**src/rtl/register_file_mp.sv**
```systemverilog
// -----------------------------------------------------------------------------
// register_file_mp
//   Multi-ported integer register file with NRD combinational read ports and
//   two write ports (WB0 wins over WB1 on an address collision). It offers an
//   optional write-to-read bypass and an optional hardwired-zero register 0.
//   A per-register busy scoreboard supports hazard detection in decode.
//
// Ports
//   clk       rising-edge clock
//   rst       asynchronous active-low reset (state clears while rst = 0)
//   ra        NRD packed read addresses, port k at [k*AW +: AW]
//   rd        NRD packed read data, port k at [k*XLEN +: XLEN]
//   rbusy     stored busy bit of each read address
//   we0/wa0/wd0  write port 0 (priority)
//   we1/wa1/wd1  write port 1
//   iss_en    mark iss_rd busy
//   iss_rd    destination register being issued
//   flush     synchronous clear of every busy bit
//   busy_vec  full scoreboard, bit i = register i busy
// -----------------------------------------------------------------------------
module register_file_mp #(
    parameter int XLEN     = 32,
    parameter int NREG     = 32,
    parameter int NRD      = 2,
    parameter int BYPASS   = 1,
    parameter int ZERO_REG = 1,
    localparam int AW      = $clog2(NREG)
) (
    input  logic                clk,
    input  logic                rst,
    input  logic [NRD*AW-1:0]   ra,
    output logic [NRD*XLEN-1:0] rd,
    output logic [NRD-1:0]      rbusy,
    input  logic                we0,
    input  logic [AW-1:0]       wa0,
    input  logic [XLEN-1:0]     wd0,
    input  logic                we1,
    input  logic [AW-1:0]       wa1,
    input  logic [XLEN-1:0]     wd1,
    input  logic                iss_en,
    input  logic [AW-1:0]       iss_rd,
    input  logic                flush,
    output logic [NREG-1:0]     busy_vec
);

    logic [XLEN-1:0] regs_q [NREG];
    logic [XLEN-1:0] regs_d [NREG];
    logic [NREG-1:0] busy_q;
    logic [NREG-1:0] busy_d;
    logic            we1_eff_s;

    // Port 1 is dropped when port 0 writes the same address in the same cycle
    always_comb begin
        if (we0 && (wa0 == wa1)) begin
            we1_eff_s = 1'b0;
        end else begin
            we1_eff_s = we1;
        end
    end

    // Next-state register contents from the two write ports
    always_comb begin
        for (int i = 0; i < NREG; i++) begin
            if ((ZERO_REG != 0) && (i == 0)) begin
                regs_d[i] = '0;
            end else if (we0 && (wa0 == AW'(i))) begin
                regs_d[i] = wd0;
            end else if (we1_eff_s && (wa1 == AW'(i))) begin
                regs_d[i] = wd1;
            end else begin
                regs_d[i] = regs_q[i];
            end
        end
    end

    // Next-state scoreboard: flush, then issue-set, then write-back clear
    always_comb begin
        for (int i = 0; i < NREG; i++) begin
            if ((ZERO_REG != 0) && (i == 0)) begin
                busy_d[i] = 1'b0;
            end else if (flush) begin
                // The issue arriving with the flush is the first post-flush issue
                busy_d[i] = iss_en && (iss_rd == AW'(i));
            end else if (iss_en && (iss_rd == AW'(i))) begin
                // Set beats clear: a reused destination retiring now stays busy
                busy_d[i] = 1'b1;
            end else if ((we0 && (wa0 == AW'(i))) || (we1 && (wa1 == AW'(i)))) begin
                busy_d[i] = 1'b0;
            end else begin
                busy_d[i] = busy_q[i];
            end
        end
    end

    // Register array and scoreboard state
    always_ff @(posedge clk or negedge rst) begin
        if (!rst) begin
            for (int i = 0; i < NREG; i++) begin
                regs_q[i] <= '0;
            end
            busy_q <= '0;
        end else begin
            for (int i = 0; i < NREG; i++) begin
                regs_q[i] <= regs_d[i];
            end
            busy_q <= busy_d;
        end
    end

    // Combinational read ports with optional same-cycle forwarding
    always_comb begin
        logic [AW-1:0] ra_k;
        rd    = '0;
        rbusy = '0;
        ra_k  = '0;
        for (int k = 0; k < NRD; k++) begin
            ra_k = ra[k*AW +: AW];
            if (!rst) begin
                rd[k*XLEN +: XLEN] = '0;
                rbusy[k]           = 1'b0;
            end else if ((ZERO_REG != 0) && (ra_k == '0)) begin
                rd[k*XLEN +: XLEN] = '0;
                rbusy[k]           = 1'b0;
            end else begin
                if ((BYPASS != 0) && we0 && (wa0 == ra_k)) begin
                    rd[k*XLEN +: XLEN] = wd0;
                end else if ((BYPASS != 0) && we1 && (wa1 == ra_k)) begin
                    rd[k*XLEN +: XLEN] = wd1;
                end else begin
                    rd[k*XLEN +: XLEN] = regs_q[ra_k];
                end
                // Busy is deliberately not forwarded: a clear is seen next cycle
                rbusy[k] = busy_q[ra_k];
            end
        end
    end

    // Scoreboard view forced to zero while reset is held
    always_comb begin
        if (!rst) begin
            busy_vec = '0;
        end else begin
            busy_vec = busy_q;
        end
    end

endmodule

```
**config.mk**
```make
export PLATFORM = sky130hd
export DESIGN_NAME = register_file_mp
export DESIGN_NICKNAME = d
export VERILOG_FILES = /design/src/rtl/register_file_mp.sv
export SDC_FILE = /design/constraint.sdc
export NUM_CORES = 2
export LEC_CHECK = 0
export CAP_MARGIN = 20
export CORE_UTILIZATION = 60
export DETAILED_ROUTE_END_ITERATION = 6
export PLACE_DENSITY_LB_ADDON = 0.12
export SYNTH_ARGS = -nofsm -noshare
export SYNTH_HDL_FRONTEND = slang
export SYNTH_SLANG_ARGS = --single-unit
```
**constraint.sdc**
```tcl
create_clock -name clk -period 6.48 [get_ports clk]
set_input_delay 1.296 -clock clk [delete_from_list [all_inputs] [get_ports clk]]
set_output_delay 1.296 -clock clk [all_outputs]
set_load 0.02 [all_outputs]
```
==> results.yml <==
placed_design:
  dp_hpwl_mm: 159.5
  globalplace.congestion: 0.9279
  placed_cells_incl_taps: 6798
  post-place-ws_ps: 617.1
  io_buffer_count: 191
global_route:
  grtUsageTotal_pct: 46.41
  grt_first_pass_wirelength_mm: 389.9
  grt_overflow: 0
  grt_antenna_before_repair: 14
  grt_pass1_vias: 52740
  pin_count_of_the_biggest_net_entering_global_routing: 147
route:
  via_per_inst: 7.696
  number_of_drc_markers_in_iteration_0: 7729
  wirelength_mm: 274.7
  drc: 0
  post_drt_wl_per_cell_um: 39.17
  antenna_violating_nets_post_route: 0
  vias: 53980
  detailedRoute.firstPassIterationCount: 6
clocking:
  cts-root-buf: "sky130_fd_sc_hd__clkbuf_16"
  worst_skew_pair.late_latency_ps: 740
  cts.path.max_buffers: 3
  cts_setup_buffers: 0
  cts_buffers: 114
  postCtsResizedCells: 0
  path_clk_slew_ps: 60
  cts_tree: "done"
  cts.htree.levels: 3
  holdBufCountCts: 0
  clock_sinks: 1023
min_path:
  worstHoldPathType: "primary input to async pin"
finish:
  syn2layout_area_growth_pct: 11.59
  final_cells: 7014
  drive_gt1_share_pct: 57.46
  finalNetCount: 5498
  fillcell_total: 8260
  multi_input_area_mm2: 0.04191
  final-seq-area_mm2: 0.02560
critical_path:
  startpoint_type: "primary input"
  ff2ff_path_depth: 2
  setup.worst_path.end_class: "output port"
  crit_path_max_fanout: 17
  worst-endpoint-arrival_ps: 4890
  timing.critical_path.required_ps: 5180
  setup.reg_to_reg.worst_slack_ps: 5550
  worst-setup-path-type: "primary input to output port"
timing:
  worst-slew-pin-transition_ps: 1237
  timing.final.ws_setup_ps: 291.1
  grt_setup_unrepaired: "no"
  layout_worst_path_cycle_share_pct: 95.51
  timing.final.max_slew_violations: 0
  clock_tree_skew_after_final_layout_ps: 0
  setup-tns-final_ps: 0
  fmaxAchievable_mhz: 161.6
  timing.final.setup_violations: 0
  timing.slew.headroom_pct: 17.43
  hold_viol: 0
  fin_crit_ps: 6189
synthesis:
  synthesis.area_mm2: 0.07002
  synth-async-reset-ratio_pct: 100.0
  synth_top_flop_cell: "sky130_fd_sc_hd__dfrtp_1"
  synth_warnings: 0
  synth_fp_nets: 5557
  avgSynthCellArea_um2: 12.82
  synth.lib_cells_used.distinct: 70
  yosys_register_bits: 1023
  seq_area_frac_synth_pct: 36.56
  edff_count_synth: 0
  netlist_instances: 5462
floorplanning:
  fp-row-count: 124
  die-height_um: 343.6
  floorplan.die_area_mm2: 0.1181
  fp.dieW_um: 343.6
  floorplan.initialDensity_pct: 60.91
  boundaryPins: 193
  coreArea_mm2: 0.1150
job:
  max_cap_violations: 0
power_and_ir_drop:
  vdd.ir_drop.worst_mv: 0.2802
  power.leakage_uw: 0.03141
  power-per-cell-area_mw_per_mm2: 285.6
status:
  status: "finished clean"
## routing by layer
layer	vias to the layer above	wire (µm)	share of wire, %	global-route usage (%)
met5	-	45	0.016	0
met4	8	21820	7.9	30.44
met3	1232	36970	13	16.43
li1	20710	-	-	-
met2	4265	115900	42	65.96
met1	27770	100100	36	59.97
## stage by stage
step,power [µW],util [%],instance area [µm²],hold slack [ps]
after floorplan,13460,-,70020,475.8
after global placement,15110,64.55,74210,493.5
after detailed placement,15350,64.56,74220,501.5
after CTS,22100,67.92,78090,495.2
after global routing,23020,67.96,78130,507.9
final,22320,67.97,78140,490.8
## path summary, 6_finish.rpt
kind,startpoint,end
max,ra[4],rd[11]
min,rst,regs_q[68]
max reg2reg,busy_q[15],busy_q[15]
min reg2reg,regs_q[185],regs_q[185]
max in group asynchronous,rst,regs_q[308]
min in group clk,regs_q[185],regs_q[185]
## worst max-delay path, stage by stage
cell	delay [ps]
sky130_fd_sc_hd__buf_2	320
sky130_fd_sc_hd__buf_4	580
sky130_fd_sc_hd__nor2_4	40
sky130_fd_sc_hd__nand2_1	90
sky130_fd_sc_hd__nand2_2	60
sky130_fd_sc_hd__a211o_2	510
sky130_fd_sc_hd__buf_12	270
sky130_fd_sc_hd__o32ai_1	930
sky130_fd_sc_hd__clkdlybuf4s50_1	770
## registers in the layout, summed over array words and instances, names as in the netlist
signal and cells:
regs_q 992, busy_q 31
## cell type report
class | count | area share (%)
Antenna cell | 8 | 0.02562
Clock buffer | 162 | 4.253
Clock inverter | 45 | 0.6918
Inverter | 29 | 0.1393
Multi-Input combinational cell | 3747 | 53.63
Sequential cell | 1023 | 32.76
Tap cell | 1512 | 2.421
Timing Repair Buffer | 488 | 6.072
## layout by cell type, fill, tap and decap left out, types with 46 or more instances in the layout
cell type                         instances
sky130_fd_sc_hd__mux2_2                2102
sky130_fd_sc_hd__dfrtp_1               1023
sky130_fd_sc_hd__mux4_2                 381
sky130_fd_sc_hd__buf_4                  259
sky130_fd_sc_hd__clkdlybuf4s50_1        172
sky130_fd_sc_hd__nand2_1                150
sky130_fd_sc_hd__mux2i_1                142
sky130_fd_sc_hd__clkbuf_16              114
sky130_fd_sc_hd__a22oi_1                 98
sky130_fd_sc_hd__a21oi_1                 81
sky130_fd_sc_hd__o21ai_0                 78
sky130_fd_sc_hd__mux2_4                  59
sky130_fd_sc_hd__o32ai_1                 46
sky130_fd_sc_hd__buf_12                  46
## power breakdown
group,leakage [µW],internal [µW],switching [µW]
Clock,0.00192,3920,2920
Sequential,0.0126,8110,1400
Combinational,0.0169,3540,2440
Total,0.0314,15600,6750
## synth_stat cells, drive strengths merged, types with 9 or more instances
cell type  number  area [µm²]
xnor2          17       148.9
a221oi         38       332.8
buf           290        1579
o32ai          46       402.9
nor2b          20       125.1
a21boi         33       247.7
and2           37       231.5
a22oi          98       735.7
o21ai          85       436.7
o22ai          52       331.6
o2bb2ai        29       254.0
nand2         164       615.6
o21a           38       285.3
a21oi          81       405.4
mux2         2170       24660
nor3           34       170.2
a2111oi        18       157.7
mux2i         142        1421
a31o           12       105.1
inv            27       101.3
a311oi          9       78.83
a22o           17       148.9
nand3          11       55.05
o31ai          10       90.09
dfrtp        1023       25600
mux4          381        8581
o211ai         36       275.3
nor2           65       244.0
nand2b         17       121.4
clkbuf        373        1400
a211oi         20       150.1
## cell families (layout without fill, tap and decap cells)
| family | after synthesis | in the layout | share of synthesized area [%] |
|---|---|---|---|
| muxes | 2693 | 2693 | 49.50 |
| DFF | 1023 | 1023 | 36.56 |
| buffers and inverters | 692 | 724 | 4.410 |
| AOI/OAI and AO/OA | 644 | 644 | 6.618 |
| and+or+nand+nor | 384 | 384 | 2.598 |
| xor gates and xnor gates | 25 | 25 | 0.3127 |
| other | 1 | 9 | 0.005355 |
No activity file was read; power rests on OpenSTA's default activity.
